### config.mk
export PLATFORM = sky130hd
export DESIGN_NAME = uart_tx_drain
export DESIGN_NICKNAME = d
export VERILOG_FILES = /design/src/rtl/uart_tx_drain.sv
export SDC_FILE = /design/constraint.sdc
export NUM_CORES = 1
export LEC_CHECK = 0
export BUFFER_PORTS_ARGS = -buffer_cell sky130_fd_sc_hd__buf_2
export CAP_MARGIN = 40
export CORE_MARGIN = 5
export CORE_UTILIZATION = 60
export CTS_CLUSTER_DIAMETER = 30
export DETAILED_ROUTE_END_ITERATION = 12
export MAX_ROUTING_LAYER = met4
export PLACE_DENSITY = 0.81
export SETUP_SLACK_MARGIN = 0.05
export SYNTH_ARGS = -nofsm -noshare
export SYNTH_HDL_FRONTEND = slang
export SYNTH_SLANG_ARGS = --single-unit
### constraint.sdc
create_clock -name clk_i -period 3.45 [get_ports clk_i]
set_clock_uncertainty 0.1 [all_clocks]
set_input_delay 0.69 -clock clk_i [delete_from_list [all_inputs] [get_ports clk_i]]
set_output_delay 0.69 -clock clk_i [all_outputs]
set_load 0.01 [all_outputs]
### src/rtl/uart_tx_drain.sv
// uart_tx_drain: drains characters from a TX buffer and serialises them as
// UART frames (start, DATA_WIDTH data bits LSB first, optional parity,
// one or two stop bits). Every output comes straight from a flop.
module uart_tx_drain #(
  parameter int DATA_WIDTH = 8,
  parameter int DIV_WIDTH  = 16
) (
  input  logic                  clk_i,
  input  logic                  rst_ni,
  input  logic                  en_i,
  input  logic [DIV_WIDTH-1:0]  clks_per_bit_i,
  input  logic                  parity_en_i,
  input  logic                  parity_odd_i,
  input  logic                  stop2_i,
  input  logic                  buf_empty_i,
  input  logic [DATA_WIDTH-1:0] buf_rdata_i,
  output logic                  buf_re_o,
  output logic                  tx_o,
  output logic                  busy_o,
  output logic                  done_o
);

  localparam int BIT_W = (DATA_WIDTH > 1) ? $clog2(DATA_WIDTH) : 1;
  localparam logic [BIT_W-1:0]     LAST_BIT = BIT_W'(DATA_WIDTH - 1);
  localparam logic [DIV_WIDTH-1:0] MIN_N    = DIV_WIDTH'(2);
  localparam logic [DIV_WIDTH-1:0] ONE_N    = DIV_WIDTH'(1);

  typedef enum logic [2:0] {
    IDLE,
    FETCH,
    LOAD,
    START,
    DATA,
    PARITY,
    STOP
  } state_e;

  state_e                state_q, state_d;
  logic [DIV_WIDTH-1:0]  n_q, n_d;
  logic [DIV_WIDTH-1:0]  baud_q, baud_d;
  logic [BIT_W-1:0]      bit_q, bit_d;
  logic [DATA_WIDTH-1:0] shift_q, shift_d;
  logic                  par_en_q, par_en_d;
  logic                  par_bit_q, par_bit_d;
  logic                  stop2_q, stop2_d;
  logic                  tx_q, tx_d;
  logic                  re_q, re_d;
  logic                  busy_q, busy_d;
  logic                  done_q, done_d;

  logic [DIV_WIDTH-1:0]  n_eff;
  logic                  bit_end;
  logic                  stop_last;
  logic                  start_ok;

  // A divisor below 2 is clamped so every bit lasts at least two cycles.
  assign n_eff     = (clks_per_bit_i < MIN_N) ? MIN_N : clks_per_bit_i;
  assign bit_end   = (baud_q == '0);
  assign stop_last = (bit_q == BIT_W'(stop2_q));
  assign start_ok  = en_i & ~buf_empty_i;

  // Next-state, counter and datapath logic; output values are derived from
  // the next state so the output flops line up with the state register.
  always_comb begin
    state_d   = state_q;
    n_d       = n_q;
    baud_d    = baud_q;
    bit_d     = bit_q;
    shift_d   = shift_q;
    par_en_d  = par_en_q;
    par_bit_d = par_bit_q;
    stop2_d   = stop2_q;

    unique case (state_q)
      IDLE: begin
        if (start_ok) begin
          state_d = FETCH;
        end
      end
      FETCH: begin
        state_d = LOAD;
      end
      LOAD: begin
        state_d   = START;
        shift_d   = buf_rdata_i;
        n_d       = n_eff;
        baud_d    = n_eff - ONE_N;
        bit_d     = '0;
        par_en_d  = parity_en_i;
        par_bit_d = (^buf_rdata_i) ^ parity_odd_i;
        stop2_d   = stop2_i;
      end
      START: begin
        if (bit_end) begin
          state_d = DATA;
          baud_d  = n_q - ONE_N;
          bit_d   = '0;
        end else begin
          baud_d = baud_q - ONE_N;
        end
      end
      DATA: begin
        if (bit_end) begin
          baud_d  = n_q - ONE_N;
          shift_d = shift_q >> 1;
          if (bit_q == LAST_BIT) begin
            bit_d   = '0;
            state_d = par_en_q ? PARITY : STOP;
          end else begin
            bit_d = bit_q + BIT_W'(1);
          end
        end else begin
          baud_d = baud_q - ONE_N;
        end
      end
      PARITY: begin
        if (bit_end) begin
          state_d = STOP;
          baud_d  = n_q - ONE_N;
          bit_d   = '0;
        end else begin
          baud_d = baud_q - ONE_N;
        end
      end
      STOP: begin
        if (bit_end) begin
          if (stop_last) begin
            baud_d  = '0;
            bit_d   = '0;
            state_d = start_ok ? FETCH : IDLE;
          end else begin
            bit_d  = bit_q + BIT_W'(1);
            baud_d = n_q - ONE_N;
          end
        end else begin
          baud_d = baud_q - ONE_N;
        end
      end
      default: begin
        state_d = IDLE;
      end
    endcase

    unique case (state_d)
      START:   tx_d = 1'b0;
      DATA:    tx_d = shift_d[0];
      PARITY:  tx_d = par_bit_d;
      default: tx_d = 1'b1;
    endcase

    re_d   = (state_d == FETCH);
    busy_d = (state_d != IDLE);
    done_d = (state_d == STOP) && (baud_d == '0) && (bit_d == BIT_W'(stop2_d));
  end

  // State, counters, latched frame settings and registered outputs.
  always_ff @(posedge clk_i or negedge rst_ni) begin
    if (!rst_ni) begin
      state_q   <= IDLE;
      n_q       <= '0;
      baud_q    <= '0;
      bit_q     <= '0;
      shift_q   <= '0;
      par_en_q  <= 1'b0;
      par_bit_q <= 1'b0;
      stop2_q   <= 1'b0;
      tx_q      <= 1'b1;
      re_q      <= 1'b0;
      busy_q    <= 1'b0;
      done_q    <= 1'b0;
    end else begin
      state_q   <= state_d;
      n_q       <= n_d;
      baud_q    <= baud_d;
      bit_q     <= bit_d;
      shift_q   <= shift_d;
      par_en_q  <= par_en_d;
      par_bit_q <= par_bit_d;
      stop2_q   <= stop2_d;
      tx_q      <= tx_d;
      re_q      <= re_d;
      busy_q    <= busy_d;
      done_q    <= done_d;
    end
  end

  assign buf_re_o = re_q;
  assign tx_o     = tx_q;
  assign busy_o   = busy_q;
  assign done_o   = done_q;

endmodule

==> results of run 1 <==
worst min-delay path by stage:
stage	start	to	slack, ps	depth (start not counted)
2_1_floorplan	rst_ni	baud_q[0]	290	0
3_3_place_gp	shift_q[3]	shift_q[3]	360	2
3_5_place_dp	shift_q[6]	shift_q[6]	370	2
4_1_cts	rst_ni	n_q[15]	370	1
5_1_grt	rst_ni	n_q[15]	390	1
6_report	rst_ni	n_q[15]	330	1
logic make-up after synthesis:
family,after synthesis,share of synthesized area [%]
flops,53,36.8
compound gates,97,19.5
xor+xnor,33,8.01
mux,2,0.555
buf+inv,31,3.50
fa+ha+maj,5,1.73
simple gates,207,30.0
cells in the final DEF (no fill, tap or decap), types with 6 or more instances in the layout:
cell	instances
buf_2	34
nand3_1	14
nand4_1	6
buf_4	26
or3_1	10
xnor2_1	16
nand2_1	86
o21ai_0	25
inv_1	11
nor2_1	22
dfrtp_1	52
nor4_1	14
xor2_1	17
a22oi_1	10
o31ai_1	6
a21oi_1	7
or4_1	7
nor3_1	12
clkbuf_8	6
layout make-up:
cell class | instances | area [sq um] | share of cell area [%]
multi-input combinational | 344 | 2160 | 52.9
sequential | 53 | 1330 | 32.5
timing repair buffer | 60 | 365 | 8.94
tap | 75 | 93.8 | 2.30
clock buffer | 6 | 82.6 | 2.02
inverter | 11 | 41.3 | 1.01
clock inverter | 2 | 13.8 | 0.337
metrics by stage:
| stage | cell area (sq um) | std cells | util, % | hold WS, ps |
|---|---|---|---|---|
| global route | 4090 | 551 | 69.5 | 394 |
| CTS | 4080 | 551 | 69.3 | 371 |
| global placement | 3990 | 543 | 67.7 | 360 |
| finish | 4090 | 551 | 69.5 | 332 |
| floorplan | 3610 | 428 | - | 294 |
| detailed placement | 3990 | 543 | 67.7 | 369 |
critical path, stage by stage:
cell       delay [ps]
buf_2             150
nor4_1            280
buf_4             180
nand3_1            90
o21ai_0           260
ha_1              290
nand2_1           110
nor3_1            180
xor2_1            120
a2111oi_0         460
nor4b_1           280
and4_1            240
report_power, final:
group	leakage (nW)	total (mW)	switching [mW]	internal, mW
combinational	1.05	1.77	1.05	0.720
sequential	0.652	1.24	0.344	0.893
clock	0.0512	0.374	0.211	0.163
flip-flops by register name, summed over array words and instances (netlist names):
signal and flops:
baud_q 16, bit_q 3, buf_re_o 1, busy_o 1, done_o 1, n_q 16
par_bit_q 1, par_en_q 1, shift_q 8, state_q 3, stop2_q 1, tx_o 1
routing by layer:
layer	track usage, %	wire length, um	vias up
met1	40.8	4360	1695
met3	6.11	1030	36
met4	11.7	344	0
met5	-	0	-
met2	42.9	4660	198
li1	-	-	1683
==> flow_metrics.tcl, run 1 <==
set metrics [dict create \
    gp_congestion 1.05 \
    cts_resized 0 \
    num_antenna_cells 0 \
    cts_tree "built" \
    rows 28 \
    synth_top_area_share_pct 36.1 \
    grt_overflow 0 \
    yosys_warnings 0 \
    grt.total_usage_pct 29.7 \
    total_power_mw 3.38 \
    wl_um 10400 \
    rr_worst_depth 7 \
    cp-start-kind "input pin" \
    yosys.area.top_type "dfrtp_1" \
    clk_pin_slew_ps 100 \
    worstPathArrival_ps 3330 \
    tns_ps 0 \
    max_freq_mhz 315 \
    finalSetupViolCount 0 \
    max_slew.worst_pin.slew_ps 820 \
    drc 0 \
    place_worst_setup_slack_ps 12.8 \
    yosysMostFrequentCell "nand2_1" \
    relSlewSlack_pct 44.7 \
    min_path_type "in2async" \
    async_reset_ff_share_pct 100 \
    drv_slew 0 \
    fin_nets 511 \
    rsz0062_at_grt "false" \
    cts_setup_buffers 0 \
    clockRootBuffer "clkbuf_8" \
    r2r_slack_ps 290 \
    drtIter0Drc 372 \
    ys.flop_type "dfrtp_1" \
    endpoint_kind "register" \
    synth.distinct_cells 69 \
    numPortBuffers 34 \
    status "complete, no violations" \
    final_antenna_net_count 0 \
    ios 35 \
    r2r_end "done_o" \
    num_vias 3612 \
    critPathRequiredTime_ps 3600 \
    grt_pass1_wl_um 17000 \
    vdd_drop_max_uv 630 \
    post-route-period-util_pct 92.1 \
    clockBufferDepth 2 \
    synth_edf_count 0 \
    die_w_um 87.6 \
    crit_fanout 5 \
    synth_common_cells "86 x nand2_1, 52 x dfrtp_1, 25 x o21ai_0" \
    syn_nets 464 \
    wl_per_cell_um 18.9 \
    grt_max_degree 35 \
    path_class "in2reg" \
    fin_ws_ps 273 \
    final_layout_size_suffix_gt1_share_pct 18.1 \
    critPathCapture "done_o" \
    hpwl_um 7890 \
    syn_inst 428 \
    drv_cap 0 \
    via_per_inst 6.56 \
    start_util_pct 61.3 \
    antenna_found_initial 0 \
    fillers 490 \
    cts_sinks 53 \
    firstDrtPassIters 5 \
    syn_to_final_growth_pct 13.3 \
    htreeDepth 2 \
    hold_viol_final 0 \
    synth.area.top_cells "dfrtp_1 36%, nand2_1 8.9%, xor2_1 4.1%" \
    postSynthAreaPerCell_sq_um 8.43 \
    die_y_um 87.6 \
    core_area_sq_um 5890 \
    clock_latency_ps 310 \
    power_density_nw_per_um2 828 \
    finalCriticalPeriod_ps 3180 \
    leakage_nw 1.75 \
    worstReg2RegStart "baud_q[6]" \
    dieArea_sq_um 7670 \
    syn_area_sq_um 3610 \
    critPathLaunch "clks_per_bit_i[14]" \
    ctsHoldBuffers 0 \
    grt_pass1_vias 3340 \
    seq_area_frac_synth_pct 36.8 \
    numCtsBuffers 5 \
    ys_seq_elements 53 \
]
No activity file was read; power rests on OpenSTA's default activity.
==> run 2, diff against run 1 <==
--- a/config.mk
+++ b/config.mk
@@ -13,6 +13,7 @@
 export DETAILED_ROUTE_END_ITERATION = 12
 export MAX_ROUTING_LAYER = met4
 export PLACE_DENSITY = 0.81
+export RECOVER_POWER = 50
 export SETUP_SLACK_MARGIN = 0.05
 export SYNTH_ARGS = -nofsm -noshare
 export SYNTH_HDL_FRONTEND = slang
==> flow_metrics.tcl, run 2 (synthesis results as in run 1) <==
set metrics [dict create \
    post-route-period-util_pct 93.4 \
    grt_pass1_wl_um 17000 \
    crit_fanout 5 \
    drv_cap 1 \
    dieArea_sq_um 7670 \
    worstPathArrival_ps 3380 \
    rsz0062_at_grt "false" \
    gp_congestion 1.05 \
    die_y_um 87.6 \
    fillers 491 \
    finalCriticalPeriod_ps 3220 \
    cts_setup_buffers 0 \
    final_layout_size_suffix_gt1_share_pct 17.4 \
    power_density_nw_per_um2 828 \
    num_vias 3569 \
    clockBufferDepth 2 \
    endpoint_kind "register" \
    clk_pin_slew_ps 100 \
    top_regs "baud_q (16), n_q (16), shift_q (8)" \
    grt_pass1_vias 3340 \
    fin_nets 511 \
    clock_latency_ps 310 \
    drc 0 \
    htreeDepth 2 \
    cp-start-kind "input pin" \
    hpwl_um 7890 \
    core_area_sq_um 5890 \
    syn_to_final_growth_pct 13.1 \
    final_util_pct 69.3 \
    r2r_slack_ps 280 \
    grt_overflow 0 \
    via_per_inst 6.48 \
    cts_sinks 53 \
    violations "max-capacitance violations, max-slew violations" \
    numCtsBuffers 5 \
    finalSetupViolCount 0 \
    wl_um 10400 \
    critPathRequiredTime_ps 3600 \
    leakage_nw 1.75 \
    hold_viol_final 0 \
    firstDrtPassIters 5 \
    numPortBuffers 34 \
    start_util_pct 61.3 \
    drtIter0Drc 372 \
    drv_slew 34 \
    status "finished with violations" \
    vdd_drop_max_uv 631 \
    num_antenna_cells 0 \
    final_cell_mix "86 x nand2_1, 52 x dfrtp_1, 31 x buf_2, 25 x o21ai_0, 25 x buf_4" \
    max_freq_mhz 310 \
    wl_per_cell_um 18.8 \
    rows 28 \
    die_w_um 87.6 \
    layout_commonest_cell "nand2_1" \
    grt.total_usage_pct 29.7 \
    clockRootBuffer "clkbuf_8" \
    tns_ps 0 \
    grt_max_degree 35 \
    path_class "in2reg" \
    max_slew.worst_pin.slew_ps 1830 \
    relSlewSlack_pct -21.8 \
    antenna_found_initial 0 \
    final_antenna_net_count 0 \
    cts_tree "built" \
    ios 35 \
    min_path_type "reg2reg" \
]
run 2: cell types whose count changed in the layout (fill, tap and decap cells not counted):
cell	delta
clkbuf_2	+1
buf_4	-1
buf_2	-3
clkbuf_1	+3
run 2: what timing repair did:
item,4_1_cts,5_1_grt
resized for setup,0,1
setup endpoints to repair,0,1
hold buffers,0,0
run 2: cell type report:
cell class	instances	area [sq um]	share of cell area, %
clock buffers	6	82.6	2.02
clock inverters	2	13.8	0.337
inverters	11	41.3	1.01
multi-input cells	344	2160	53.0
flip-flops and latches	53	1330	32.5
well taps	75	93.8	2.30
repair buffers	60	359	8.80
run 2: critical path: stages:
cell and delay (ps):
buf_2 150, nor4_1 280, buf_4 180, nand3_1 100, o21ai_0 260, ha_1 290, nand2_1 110, nor3_1 180
xor2_1 120, a2111oi_0 500, nor4b_1 280, and4_1 240
run 2: power by group:
group          leakage [nW]  total, mW  switching [mW]  internal [mW]
Sequential            0.652       1.24           0.344          0.893
Clock                0.0512      0.375           0.212          0.163
Combinational          1.04       1.77            1.05          0.719
run 2: through the flow:
step                      cell area [sq um]  hold WS [ps]  power [mW]  cells  setup WS, ps
final                                  4080           390        3.38    551           229
after global routing                   4080           417        3.62    551          64.4
after CTS                              4080           371        3.34    551           331
after global placement                 3990           360        2.91    543           134
after floorplan                        3610           294        2.38    428           271
after detailed placement               3990           369        2.96    543          12.8
run 2: path summary, 6_finish.rpt:
kind / from / cells after the start / to
worst max-delay path: clks_per_bit_i[14] / 12 / done_o
worst min-delay path: shift_q[1] / 2 / shift_q[1]
worst max register to register: baud_q[6] / 7 / done_o
worst min register to register: shift_q[1] / 2 / shift_q[1]
max in group asynchronous: rst_ni / 2 / n_q[8]
min in group asynchronous: rst_ni / 1 / n_q[15]
run 2: routing by layer:
metal / part of all wire [%] / vias up / routed length (um) / global-route usage, %
met3: 9.6 / 31 / 994 / 6.11
li1: - / 1681 / - / -
met2: 45 / 182 / 4660 / 42.9
met5: 0 / - / 0 / -
met4: 3.1 / 0 / 323 / 11.7
met1: 42 / 1675 / 4390 / 40.8
